File: src/rtl/game_pkg.sv
// Shared types and defaults for the fighter health logic.
package game_pkg;

    typedef enum logic [1:0] {
        ALIVE  = 2'd0,
        INVULN = 2'd1,
        DEAD   = 2'd2
    } fighter_state_t;

    localparam int HP_W                     = 8;
    localparam int DEF_MAX_HP               = 100;
    localparam int DEF_INVULN_FRAMES        = 30;
    localparam int DEF_DEAD_HOLD_FRAMES     = 60;

    // Counter width large enough for the longer of the two frame timers.
    function automatic int cnt_width(input int a, input int b);
        int m;
        m = (a > b) ? a : b;
        return (m < 2) ? 1 : $clog2(m + 1);
    endfunction

endpackage

File: src/rtl/fighter_health.sv
// One fighter: HP register, ALIVE/INVULN/DEAD FSM and a shared frame counter.
module fighter_health
    import game_pkg::*;
#(
    parameter int MAX_HP           = DEF_MAX_HP,
    parameter int INVULN_FRAMES    = DEF_INVULN_FRAMES,
    parameter int DEAD_HOLD_FRAMES = DEF_DEAD_HOLD_FRAMES
) (
    input  logic            clk,
    input  logic            srst,
    input  logic            i_start,
    input  logic            i_battle,
    input  logic            i_hit,
    input  logic [3:0]      i_dmg,
    output logic [HP_W-1:0] o_hp,
    output logic            o_dead,
    output logic            o_invuln
);

    localparam int CNT_W = cnt_width(INVULN_FRAMES, DEAD_HOLD_FRAMES);
    localparam logic [HP_W-1:0]  MAX_HP_V = HP_W'(MAX_HP);
    localparam logic [CNT_W-1:0] INV_V    = CNT_W'(INVULN_FRAMES);
    localparam logic [CNT_W-1:0] HOLD_V   = CNT_W'(DEAD_HOLD_FRAMES);
    localparam logic [CNT_W-1:0] ONE_V    = CNT_W'(1);

    fighter_state_t   r_state;
    logic [HP_W-1:0]  r_hp;
    logic [CNT_W-1:0] r_cnt;
    logic             r_dead;
    logic             r_invuln;

    logic             w_hit_ok;
    logic [HP_W-1:0]  w_dmg_ext;
    logic [HP_W-1:0]  w_hp_after;

    assign w_dmg_ext  = {{(HP_W-4){1'b0}}, i_dmg};
    assign w_hit_ok   = i_hit && (i_dmg != 4'd0) && i_battle && (r_state == ALIVE);
    // Saturate at zero instead of wrapping.
    assign w_hp_after = (r_hp > w_dmg_ext) ? (r_hp - w_dmg_ext) : '0;

    always_ff @(posedge clk) begin
        if (srst || i_start) begin
            r_state  <= ALIVE;
            r_hp     <= MAX_HP_V;
            r_cnt    <= '0;
            r_dead   <= 1'b0;
            r_invuln <= 1'b0;
        end else begin
            case (r_state)
                ALIVE: begin
                    if (w_hit_ok) begin
                        r_hp <= w_hp_after;
                        if (w_hp_after == '0) begin
                            r_state <= DEAD;
                            r_cnt   <= HOLD_V;
                            r_dead  <= 1'b1;
                        end else begin
                            r_state  <= INVULN;
                            r_cnt    <= INV_V;
                            r_invuln <= 1'b1;
                        end
                    end
                end
                INVULN: begin
                    if (r_cnt <= ONE_V) begin
                        r_state  <= ALIVE;
                        r_cnt    <= '0;
                        r_invuln <= 1'b0;
                    end else begin
                        r_cnt <= r_cnt - ONE_V;
                    end
                end
                DEAD: begin
                    // Release refills HP so the next round starts fresh.
                    if (r_cnt <= ONE_V) begin
                        r_state <= ALIVE;
                        r_cnt   <= '0;
                        r_dead  <= 1'b0;
                        r_hp    <= MAX_HP_V;
                    end else begin
                        r_cnt <= r_cnt - ONE_V;
                    end
                end
                default: begin
                    r_state  <= ALIVE;
                    r_hp     <= MAX_HP_V;
                    r_cnt    <= '0;
                    r_dead   <= 1'b0;
                    r_invuln <= 1'b0;
                end
            endcase
        end
    end

    assign o_hp     = r_hp;
    assign o_dead   = r_dead;
    assign o_invuln = r_invuln;

endmodule

File: src/rtl/health_control.sv
// Health tracking for the player and NPC; index 0 is the player, 1 the NPC.
module health_control
    import game_pkg::*;
#(
    parameter int MAX_HP           = DEF_MAX_HP,
    parameter int INVULN_FRAMES    = DEF_INVULN_FRAMES,
    parameter int DEAD_HOLD_FRAMES = DEF_DEAD_HOLD_FRAMES
) (
    input  logic            Clk,
    input  logic            Reset,
    input  logic            start_l,
    input  logic            battle_l,
    input  logic            Player_Hit,
    input  logic            NPC_Hit,
    input  logic [3:0]      Player_Dmg,
    input  logic [3:0]      NPC_Dmg,
    output logic [HP_W-1:0] Player_HP,
    output logic [HP_W-1:0] NPC_HP,
    output logic            Player_Dead,
    output logic            NPC_Dead,
    output logic            Player_Invuln,
    output logic            NPC_Invuln
);

    logic [1:0]      w_hit;
    logic [3:0]      w_dmg    [2];
    logic [HP_W-1:0] w_hp     [2];
    logic [1:0]      w_dead;
    logic [1:0]      w_invuln;

    assign w_hit    = {NPC_Hit, Player_Hit};
    assign w_dmg[0] = Player_Dmg;
    assign w_dmg[1] = NPC_Dmg;

    // Fighters never interact, so simultaneous deaths are reported independently.
    generate
        for (genvar gi = 0; gi < 2; gi++) begin : g_fighter
            fighter_health #(
                .MAX_HP           (MAX_HP),
                .INVULN_FRAMES    (INVULN_FRAMES),
                .DEAD_HOLD_FRAMES (DEAD_HOLD_FRAMES)
            ) u_fighter (
                .clk      (Clk),
                .srst     (Reset),
                .i_start  (start_l),
                .i_battle (battle_l),
                .i_hit    (w_hit[gi]),
                .i_dmg    (w_dmg[gi]),
                .o_hp     (w_hp[gi]),
                .o_dead   (w_dead[gi]),
                .o_invuln (w_invuln[gi])
            );
        end
    endgenerate

    assign Player_HP     = w_hp[0];
    assign NPC_HP        = w_hp[1];
    assign Player_Dead   = w_dead[0];
    assign NPC_Dead      = w_dead[1];
    assign Player_Invuln = w_invuln[0];
    assign NPC_Invuln    = w_invuln[1];

endmodule

File: config.mk
export PLATFORM = sky130hd
export DESIGN_NAME = health_control
export DESIGN_NICKNAME = d
export VERILOG_FILES = /design/src/rtl/game_pkg.sv /design/src/rtl/fighter_health.sv /design/src/rtl/health_control.sv
export SDC_FILE = /design/constraint.sdc
export NUM_CORES = 1
export LEC_CHECK = 0
export BUFFER_PORTS_ARGS = -buffer_cell sky130_fd_sc_hd__buf_2
export CAP_MARGIN = 20
export CORE_MARGIN = 1.5
export CORE_UTILIZATION = 40
export DETAILED_ROUTE_END_ITERATION = 12
export PLACE_DENSITY_LB_ADDON = 0.08
export SYNTH_ARGS = -nofsm -noshare
export SYNTH_HDL_FRONTEND = slang
export SYNTH_HIERARCHICAL = 1
export SYNTH_SLANG_ARGS = --single-unit
File: constraint.sdc
create_clock -name Clk -period 3.38 [get_ports Clk]
set_input_delay 0.169 -clock Clk [delete_from_list [all_inputs] [get_ports Clk]]
set_output_delay 0.169 -clock Clk [all_outputs]
set_load 0.01 [all_outputs]
==> results of run 1 <==
==> sequential cells by signal, indices dropped and copies added, names as in the netlist <==
signal	cells
g_fighter.u_fighter/r_state	4
g_fighter.u_fighter/o_invuln	2
g_fighter.u_fighter/r_cnt	12
g_fighter.u_fighter/o_hp	16
g_fighter.u_fighter/o_dead	2
==> synthesized netlist by cell type, types with 3 or more instances <==
| library cell | instances |
|---|---|
| a211o_1 | 3 |
| a21o_1 | 3 |
| a21oi_1 | 31 |
| a22oi_1 | 4 |
| a2bb2oi_1 | 3 |
| a31oi_1 | 4 |
| a32o_1 | 3 |
| clkbuf_1 | 4 |
| dfxtp_1 | 36 |
| ha_1 | 20 |
| inv_1 | 23 |
| nand2_1 | 23 |
| nand2b_1 | 5 |
| nand3_1 | 10 |
| nand3b_1 | 6 |
| nand4_1 | 6 |
| nor2_1 | 32 |
| nor2b_1 | 5 |
| nor3_1 | 5 |
| nor3b_1 | 3 |
| o211ai_1 | 4 |
| o21a_1 | 3 |
| o21ai_0 | 19 |
| o22ai_1 | 5 |
| o31ai_1 | 5 |
| o41ai_1 | 3 |
| or2_2 | 5 |
| or3_1 | 7 |
| or4_1 | 5 |
| xor2_1 | 4 |
==> worst paths after layout <==
kind	startpoint	end	slack, ps	depth (start not counted)
worst min-delay path	NPC_Hit	g_fighter[1].u_fighter/o_invuln	280	4
worst max register to register	g_fighter[1].u_fighter/o_hp[0]	g_fighter[1].u_fighter/r_state[0]	840	10
worst min register to register	g_fighter[0].u_fighter/o_invuln	g_fighter[0].u_fighter/o_invuln	450	2
worst max-delay path	g_fighter[1].u_fighter/o_hp[0]	g_fighter[1].u_fighter/r_state[0]	840	10
==> per-layer routing <==
metal,GRT usage,part of all wire
met4,0.0561,0.011
met1,0.258,0.49
met5,0,0
met2,0.315,0.45
met3,0.0368,0.047
==> final cells by class <==
cell class / instances / area (um^2) / area share
Inverter: 23 / 86.3 / 0.0298
Multi-Input combinational cell: 257 / 1730 / 0.597
Sequential cell: 36 / 721 / 0.249
Clock buffer: 5 / 68.8 / 0.0238
Timing Repair Buffer: 37 / 195 / 0.0674
Tap cell: 77 / 96.3 / 0.0333
==> power breakdown <==
part | leakage (nW) | internal [mW] | switching, mW
logic | 0.843 | 0.0923 | 0.140
clock network | 0.0359 | 0.133 | 0.149
registers | 0.292 | 0.437 | 0.0141
total | 1.17 | 0.663 | 0.303
==> critical path, stage by stage, from the launching register on <==
cell       delay (ps)
dfxtp_1           350
inv_1              50
ha_1              190
fa_1              400
xor2_1            230
nand3_1           100
a41o_1            210
a2111oi_1         420
buf_4             200
and3_1            180
o21ai_0            90
==> cell families (layout without fill, tap and decap cells) <==
family	after synthesis	count (layout)	share of synthesized area
AO/OA/AOI/OAI	105	105	0.276
XOR/XNOR	6	6	0.0204
adder cells (fa/ha/maj)	22	22	0.112
buffers and inverters	31	65	0.0519
flip-flops	36	36	0.279
multiplexers	2	2	0.00824
AND/OR/NAND/NOR	122	122	0.252
==> through the flow <==
step / total power [mW] / instances / instance area [um^2] / utilization / hold WS, ps
final: 0.966 / 435 / 2890 / 0.461 / 275
after detailed placement: 0.690 / 430 / 2830 / 0.450 / 444
after global placement: 0.691 / 430 / 2830 / 0.450 / 440
after floorplan: 0.632 / 324 / 2580 / - / 351
after CTS: 0.977 / 435 / 2890 / 0.461 / 262
after global routing: 1.02 / 435 / 2890 / 0.461 / 280
==> results by group, run 1 <==
GRT
  • Final global-route overflow total: 0
  • Largest net degree at the start of global routing: 13
  • Vias in the first global route: 2324
  • Tot GR Track Use: 0.192
  • First-pass GRT wire length: 11.1 mm
  • Initial antenna violation count: 0

Logic synthesis
  • Distinct cells, synth: 58
  • Post-Syn Instances: 324
  • EDFF count, synth: 0
  • Number of synthesized register bits: 36
  • Mapped cell area: 0.00258 mm^2
  • Synth top area share: 0.279
  • Top_reg_cell synth: dfxtp_1
  • Top cells by area, synth: dfxtp_1 28%, ha_1 9.7%, a21oi_1 6.0%
  • Seq/Total Area, Yosys: 0.279
  • Async set-reset flop share out of synthesis: 0
  • Mapped Nets: 360
  • Post-synth top area cell: dfxtp_1
  • Syn avg cell area: approximately 8 um^2
  • Yosys Warn Count: 6

Power
  • Pwr Density: 334 mW/mm^2
  • Maximum vdd drop: 0.144 mV
  • Lkg Pwr: approximately 1.2 nW

Finish
  • Ant. Diodes: 0
  • Most frequent cells in the layout: 36 x dfxtp_1, 33 x buf_2, 32 x nor2_1
  • Filler Cell Count: ~640
  • Layout Nets: 396
  • Layout cells sized above 1: 0.162
  • Most common cell after layout, fill and taps aside: dfxtp_1
  • Layout area overhead: 12.1%

Clock tree
  • H-tree levels: 2
  • Clock sinks: 36
  • Post-CTS setup buffers: 0
  • Hold buffer count at CTS: 0
  • CTS tree: done
  • CTS root buf: clkbuf_8
  • Post_cts resized: 0
  • TritonCTS buffer count: 5
  • Clk slew on worst S/H paths: 70 ps
  • Worst-Skew Late Latency: 280 ps
  • Clock Tree Buf Depth: 2

Timing
  • Final Slew Violations: 0
  • Worst-margin pin slew: roughly 660 ps
  • Worst Skew: 9.91 ps
  • RSZ-0062 raised after global routing: no
  • Setup violators final: 0
  • Hold Vio Cnt, Final: 0
  • Final period util: 0.753
  • Slew HR: 0.563
  • Setup TNS: 0 ps
  • Fmax: 0.393 GHz
  • Fin worst setup slack: between 800 and 900 ps
  • Period minus WS final: ~2500 ps

Placed design
  • Pre-CTS setup slack: between 800 and 900 ps
  • DP HPWL: 4.91 mm
  • Final GP Congestion: 0.851
  • Port bufs: 33

Floorplanning
  • Die area: 0.00694 mm^2
  • Initial Util: 0.411
  • Die width: around 83 um
  • Core area: 0.00628 mm^2
  • I/O pin cnt: 34
  • Die H: around 83 um
  • # rows: 29

Job
  • Max-cap viol count: 0

Drt
  • DRC errors left: 0
  • DRT iter0 DRCs: 88
  • Wirelength per Cell: between 10 and 15 um
  • Drt pass-1 iters: 4
  • Routed wire length: 6.43 mm
  • Via-to-Cell Ratio: 5.72
  • Antenna-violating nets left: 0
  • Via Count: 2489

Hold path
  • Worst min-delay path class: input pin to register

Worst setup path
  • Critical Path AT: approximately 2700 ps
  • Worst EP required: about 3500 ps
  • Setup CP Type: register to register
  • Crit start category: register
  • Critical Path End Type: register
  • Crit Path Max Fanout: 4

Run status
  • Status: finished clean
Note: power is estimated with default switching activity, not from simulation.
==> run 2, diff against run 1 <==
- clock period: 3.38 -> 2.11 ns (I/O delays scaled with it)
==> run 2 against run 1 <==
  * The run now ends with negative setup slack left
  * Power grew 94%
  * Largest power group unchanged
  * Die area did not move
  * Combinational power increased by 100%
  * Core utilization rose by 7.1 points
  * Sequential power up 60%
  * Critical path depth unchanged
==> results by group, run 2 (same netlist as run 1, synthesis figures left out) <==
Run status
  • Status: finished, violations left (was finished clean)
  • Failing checks: negative setup slack

Drt
  • DRT iter0 DRCs: 124 (was 88)
  • Drt pass-1 iters: 4 (unchanged)
  • DRC errors left: 0 (unchanged)
  • Routed wire length: 7.01 mm (was 6.43 mm)
  • Wirelength per Cell: 14.9 um (was 14.8 um)
  • Antenna-violating nets left: 0 (unchanged)
  • Via Count: 2629 (was 2489)
  • Via-to-Cell Ratio: 5.58 (was 5.72)

Finish
  • Register area: 723 um^2 (was 721 um^2)
  • Multi-input logic area: 0.00186 mm^2 (was 0.00173 mm^2)
  • Layout cells sized above 1: 0.294 (was 0.162)
  • Layout area overhead: 29.3% (was 12.1%)
  • Most frequent cells in the layout: 37 x buf_4, 34 x dfxtp_1, 33 x buf_2 (was 36 x dfxtp_1, 33 x buf_2, 32 x nor2_1)
  • Layout Nets: 429 (was 396)
  • Filler Cell Count: 623 (was 639)
  • Ant. Diodes: 0 (unchanged)
  • Finished Core Util: 0.532 (was 0.461)
  • Most common cell after layout, fill and taps aside: buf_4 (was dfxtp_1)
  • Max reg flops: 16 (unchanged)

GRT
  • Vias in the first global route: 2497 (was 2324)
  • Final global-route overflow total: 0 (unchanged)
  • First-pass GRT wire length: 11.5 mm (was 11.1 mm)
  • Initial antenna violation count: 0 (unchanged)
  • Largest net degree at the start of global routing: 13 (unchanged)
  • Tot GR Track Use: 0.202 (was 0.192)

Floorplanning
  • Initial Util: 0.411 (unchanged)
  • I/O pin cnt: 34 (unchanged)
  • Die area: 0.00694 mm^2 (unchanged)
  • Die width: 83.3 um (unchanged)
  • Core area: 0.00628 mm^2 (unchanged)
  • Die H: 83.3 um (unchanged)
  • # rows: 29 (unchanged)

Hold path
  • Worst hold path endpoint: g_fighter[1].u_fighter/r_cnt[1] (was g_fighter[1].u_fighter/o_invuln)
  • Hold path cells: 4 (unchanged)
  • Hold path startpoint: Reset (was NPC_Hit)
  • Worst min-delay path class: input pin to register (unchanged)

Power
  • Pwr Density: 561 mW/mm^2 (was 334 mW/mm^2)
  • Maximum vdd drop: 0.266 mV (was 0.144 mV)
  • Lkg Pwr: 1.39 nW (was 1.17 nW)

Timing
  • Period minus WS final: 2140 ps (was 2540 ps)
  • Fmax: 0.468 GHz (was 0.393 GHz)
  • Final period util: 1.01 (was 0.753)
  • Setup violators final: 4 (was 0)
  • Worst-margin pin slew: 549 ps (was 656 ps)
  • Fin worst setup slack: -27.5 ps (was 836 ps)
  • Hold Vio Cnt, Final: 0 (unchanged)
  • Worst Skew: 5.55 ps (was 9.91 ps)
  • Final Slew Violations: 0 (unchanged)
  • Slew HR: 0.630 (was 0.563)
  • RSZ-0062 raised after global routing: yes (was no)

Clock tree
  • Clk slew on worst S/H paths: 80 ps (was 70 ps)
  • H-tree levels: 2 (unchanged)
  • Worst-Skew Late Latency: 290 ps (was 280 ps)
  • CTS tree: done (unchanged)
  • CTS root buf: clkbuf_8 (unchanged)
  • TritonCTS buffer count: 5 (unchanged)
  • Clock sinks: 36 (unchanged)
  • Clock Tree Buf Depth: 2 (unchanged)

Worst setup path
  • Critical R2R Launch: g_fighter[1].u_fighter/o_hp[0] (unchanged)
  • Crit start category: register (unchanged)
  • Critical Path End Type: register (unchanged)
  • Setup CP Type: register to register (unchanged)
  • Flop-to-flop setup slack: -30 ps (was 840 ps)
  • Critical Path AT: 2360 ps (was 2710 ps)
  • Crit Path Max Fanout: 3 (was 4)
  • Cell depth of the worst flop-to-flop path: 10 (unchanged)
  • R2r endpoint: g_fighter[1].u_fighter/r_state[1] (was g_fighter[1].u_fighter/r_state[0])
  • Worst EP required: 2330 ps (was 3540 ps)

Job
  • Max-cap viol count: 0 (unchanged)

Placed design
  • Port bufs: 33 (unchanged)
  • DP HPWL: 5.33 mm (was 4.91 mm)
  • Final GP Congestion: 0.812 (was 0.851)
  • Pre-CTS setup slack: -65.4 ps (was 851 ps)
## run 2: per-stage QoR
step	area, um^2	power (mW)	setup TNS (ps)	std cells	hold WS (ps)
floorplan	2620	1.02	-11.9	324	287
global placement	3110	1.17	-4.20	462	433
detailed placement	3110	1.17	-287	462	439
CTS	3260	1.87	-155	470	190
global route	3340	1.97	-697	471	245
finish	3340	1.87	-82.2	471	212
## run 2: routing by layer
| metal | share of wire | vias up | GRT usage |
|---|---|---|---|
| met1 | 0.46 | 1222 | 0.261 |
| met4 | 0.012 | 0 | 0.0606 |
| met2 | 0.48 | 56 | 0.345 |
| met3 | 0.049 | 11 | 0.0328 |
| li1 | - | 1340 | - |
| met5 | 0 | - | 0 |
## run 2: worst max-delay path, cell delays in order (launching register included)
cell,delay [ps]
dfxtp_2,340
inv_2,40
ha_4,150
fa_2,360
nor2b_2,140
o22a_2,170
xnor2_2,80
a2111oi_4,390
buf_4,180
nand4_1,70
a21oi_1,150
## run 2: timing repair
action / in CTS / in global routing
setup endpoints to repair: 8 / 25
hold buffers: 0 / 0
pin swaps: 3 / 8
resized for setup: 7 / 16
buffers inserted: 0 / 1
## run 2: how the worst max path moves through the flow
stage | start | depth (start not counted) | slack [ps] | endpoint
global placement | g_fighter[1].u_fighter/o_hp[0] | 9 | -4 | g_fighter[1].u_fighter/r_state[0]
CTS | g_fighter[1].u_fighter/o_hp[0] | 10 | -50 | g_fighter[1].u_fighter/r_cnt[5]
detailed placement | g_fighter[1].u_fighter/o_hp[0] | 10 | -70 | g_fighter[1].u_fighter/r_state[1]
global route | g_fighter[1].u_fighter/o_hp[0] | 10 | -130 | g_fighter[1].u_fighter/r_cnt[5]
floorplan | g_fighter[1].u_fighter/o_hp[0] | 9 | -10 | g_fighter[1].u_fighter/r_state[0]
finish | g_fighter[1].u_fighter/o_hp[0] | 10 | -30 | g_fighter[1].u_fighter/r_state[1]
## run 2: final cells by class
| cell class | count | share of cell area |
|---|---|---|
| Clock inverter | 1 | 0.00900 |
| Multi-Input combinational cell | 257 | 0.558 |
| Sequential cell | 36 | 0.217 |
| Clock buffer | 7 | 0.0289 |
| Timing Repair Buffer | 70 | 0.133 |
| Inverter | 23 | 0.0259 |
| Tap cell | 77 | 0.0289 |
## run 2: where the power goes
| part | switching (mW) | total (mW) | internal, mW |
|---|---|---|---|
| Sequential | 0.0210 | 0.721 | 0.700 |
| Clock | 0.267 | 0.685 | 0.417 |
| Combinational | 0.257 | 0.465 | 0.209 |
| Total | 0.545 | 1.87 | 1.33 |
==> run 3, diff against run 2 <==
- SETUP_SLACK_MARGIN: not set -> 0.15
==> run 3 against run 2 <==
  * Sequential cell count stayed put
  * Power decreased by 0.27%
  * Critical path type unchanged
  * Clock-buffer cell count down 2
  * Global-route usage fell by 0.10 points
  * Worst setup slack lost 21 ps
  * Clock power down 8.3%
  * Non-clock buffer count increased by 4
  * The flow still finishes with violations (negative setup slack)
  * Sequential power barely moved
  * Wire length up 2.7%
==> results by group, run 3 (same netlist as run 1, synthesis figures left out) <==
Finish
  • Most frequent cells in the layout: 36 x buf_4, 33 x buf_2, 31 x nor2_1 (was 37 x buf_4, 34 x dfxtp_1, 33 x buf_2)
  • Multi-input logic area: 0.00201 mm^2 (was 0.00186 mm^2)
  • Post-layout instance area: 0.00353 mm^2 (was 0.00334 mm^2)
  • Max reg flops: 16 (unchanged)
  • Layout area overhead: 36.6% (was 29.3%)
  • Register area: 731 um^2 (was 723 um^2)
  • Post-route insts no fill: 475 (was 471)
  • Layout Nets: 433 (was 429)
  • Layout cells sized above 1: 0.369 (was 0.294)
  • Filler Cell Count: 571 (was 623)
  • Ant. Diodes: 0 (unchanged)
  • Most common cell after layout, fill and taps aside: buf_4 (unchanged)

Timing
  • Fmax: 0.463 GHz (was 0.468 GHz)
  • Final period util: 1.02 (was 1.01)
  • Slew HR: 0.639 (was 0.630)
  • Worst-margin pin slew: 536 ps (was 549 ps)
  • Setup TNS: -229 ps (was -82.2 ps)
  • Hold Vio Cnt, Final: 0 (unchanged)
  • RSZ-0062 raised after global routing: yes (unchanged)
  • Final Slew Violations: 0 (unchanged)
  • Worst Skew: 7.38 ps (was 5.55 ps)
  • Setup violators final: 6 (was 4)
  • Fin worst setup slack: -48.5 ps (was -27.5 ps)
  • Period minus WS final: 2160 ps (was 2140 ps)

Clock tree
  • CTS root buf: clkbuf_8 (unchanged)
  • Clock Tree Buf Depth: 2 (unchanged)
  • CTS tree: done (unchanged)
  • Worst-Skew Late Latency: 300 ps (was 290 ps)
  • Clk slew on worst S/H paths: 80 ps (about the same)
  • TritonCTS buffer count: 5 (unchanged)
  • H-tree levels: 2 (unchanged)
  • Hold buffer count at CTS: 0 (unchanged)
  • Clock sinks: 36 (unchanged)

Worst setup path
  • Worst EP required: 2300 ps (was 2330 ps)
  • Crit Path Max Fanout: 3 (unchanged)
  • Critical R2R Launch: g_fighter[1].u_fighter/o_hp[0] (unchanged)
  • Crit start category: register (unchanged)
  • Critical Path End Type: register (unchanged)
  • Critical Path AT: 2340 ps (was 2360 ps)
  • Cell depth of the worst flop-to-flop path: 9 (was 10)
  • Setup CP Type: register to register (unchanged)
  • Flop-to-flop setup slack: -50 ps (was -30 ps)
  • R2r endpoint: g_fighter[1].u_fighter/r_state[0] (was g_fighter[1].u_fighter/r_state[1])

GRT
  • First-pass GRT wire length: 11.4 mm (was 11.5 mm)
  • Vias in the first global route: 2489 (was 2497)
  • Final global-route overflow total: 0 (unchanged)
  • Tot GR Track Use: 0.201 (was 0.202)
  • Initial antenna violation count: 0 (unchanged)
  • Largest net degree at the start of global routing: 13 (unchanged)

Placed design
  • Port bufs: 33 (unchanged)
  • Placed Instances: 458 (was 462)
  • DP HPWL: 5.28 mm (was 5.33 mm)
  • Final GP Congestion: 0.866 (was 0.812)
  • Placement Cell Area: 0.00312 mm^2 (was 0.00311 mm^2)

Hold path
  • Worst hold path endpoint: g_fighter[1].u_fighter/r_state[0] (was g_fighter[1].u_fighter/r_cnt[1])
  • Hold path cells: 4 (unchanged)
  • Hold path startpoint: Reset (unchanged)
  • Worst min-delay path class: input pin to register (unchanged)

Power
  • Maximum vdd drop: 0.309 mV (was 0.266 mV)
  • Pwr Density: 529 mW/mm^2 (was 561 mW/mm^2)
  • Final total power: 1.87 mW (about the same)
  • Lkg Pwr: 1.42 nW (was 1.39 nW)

Run status
  • Status: finished, violations left (unchanged)
  • Failing checks: negative setup slack (unchanged)

Floorplanning
  • Die H: 83.3 um (unchanged)
  • Die area: 0.00694 mm^2 (unchanged)
  • Core area: 0.00628 mm^2 (unchanged)
  • I/O pin cnt: 34 (unchanged)
  • Die width: 83.3 um (unchanged)
  • Initial Util: 0.411 (unchanged)
  • # rows: 29 (unchanged)

Drt
  • Via Count: 2704 (was 2629)
  • Wirelength per Cell: 15.2 um (was 14.9 um)
  • Via-to-Cell Ratio: 5.69 (was 5.58)
  • Wl on met1: 3.29 mm (was 3.23 mm)
  • DRC errors left: 0 (unchanged)
  • Met3 WL: 258 um (was 346 um)
  • Antenna-violating nets left: 0 (unchanged)
  • Highest Signal Layer: met4 (unchanged)
  • DRT iter0 DRCs: 126 (was 124)
  • Routed wire length: 7.20 mm (was 7.01 mm)
  • Met2 wire length: 3.48 mm (was 3.35 mm)
  • Drt pass-1 iters: 4 (unchanged)

Job
  • Max-cap viol count: 0 (unchanged)
==> run 3: cell types whose count changed in the layout (fill, tap and decap cells not counted), moves of 3 or more <==
cell / previous run / this run
dfxtp_1: 34 / 28
dfxtp_2: 2 / 8
buf_6: 0 / 5
a21oi_1: 30 / 26
ha_1: 18 / 15
==> run 3: worst max-delay path by stage <==
stage | startpoint | endpoint | slack [ps]
2_1_floorplan | g_fighter[1].u_fighter/o_hp[0] | g_fighter[1].u_fighter/r_state[0] | 20
3_3_place_gp | g_fighter[1].u_fighter/o_hp[0] | g_fighter[1].u_fighter/r_state[0] | 10
3_5_place_dp | g_fighter[1].u_fighter/o_hp[0] | g_fighter[1].u_fighter/r_state[0] | -50
4_1_cts | g_fighter[1].u_fighter/o_hp[0] | g_fighter[1].u_fighter/r_state[1] | -50
5_1_grt | g_fighter[1].u_fighter/o_hp[0] | g_fighter[1].u_fighter/r_state[1] | -170
6_report | g_fighter[1].u_fighter/o_hp[0] | g_fighter[1].u_fighter/r_state[0] | -50
==> run 3: stage by stage <==
step / hold slack, ps / setup WS [ps] / util
global route: 206 / -171 / 0.562
floorplan: 287 / 23.7 / -
detailed placement: 442 / -48.9 / 0.496
CTS: 181 / -48.0 / 0.536
global placement: 435 / 10.4 / 0.496
finish: 194 / -48.5 / 0.562
==> run 3: layout make-up <==
type / instances / share of cell area
Sequential cell: 36 / 0.207
Clock buffer: 5 / 0.0195
Timing Repair Buffer: 74 / 0.139
Inverter: 23 / 0.0245
Multi-Input combinational cell: 257 / 0.570
Clock inverter: 3 / 0.0121
Tap cell: 77 / 0.0273
==> run 3: worst max-delay path, cell delays in order, from the launching register on <==
cell,delay (ps)
dfxtp_2,340
inv_2,40
ha_4,150
fa_2,370
nor2b_2,160
o22a_2,180
xnor2_2,90
a2111oi_4,390
and3_4,250
o21ai_0,80
==> run 3: where the power goes <==
group | switching, mW | internal (mW)
combinational | 0.280 | 0.235
clock | 0.278 | 0.350
sequential | 0.0221 | 0.701
total | 0.580 | 1.29
==> run 3: what timing repair did <==
action / in CTS / in global routing
pin swaps: 15 / 15
setup buffers: 5 / 4
endpoints found under the setup margin: 23 / 28
endpoints found under the hold margin: 0 / 0
resized for setup: 21 / 33
==> run 3: routing by layer <==
metal,vias up,global-route usage
met5,-,0
met4,0,0.0848
met3,17,0.0417
met2,70,0.341
met1,1270,0.246
li1,1347,-
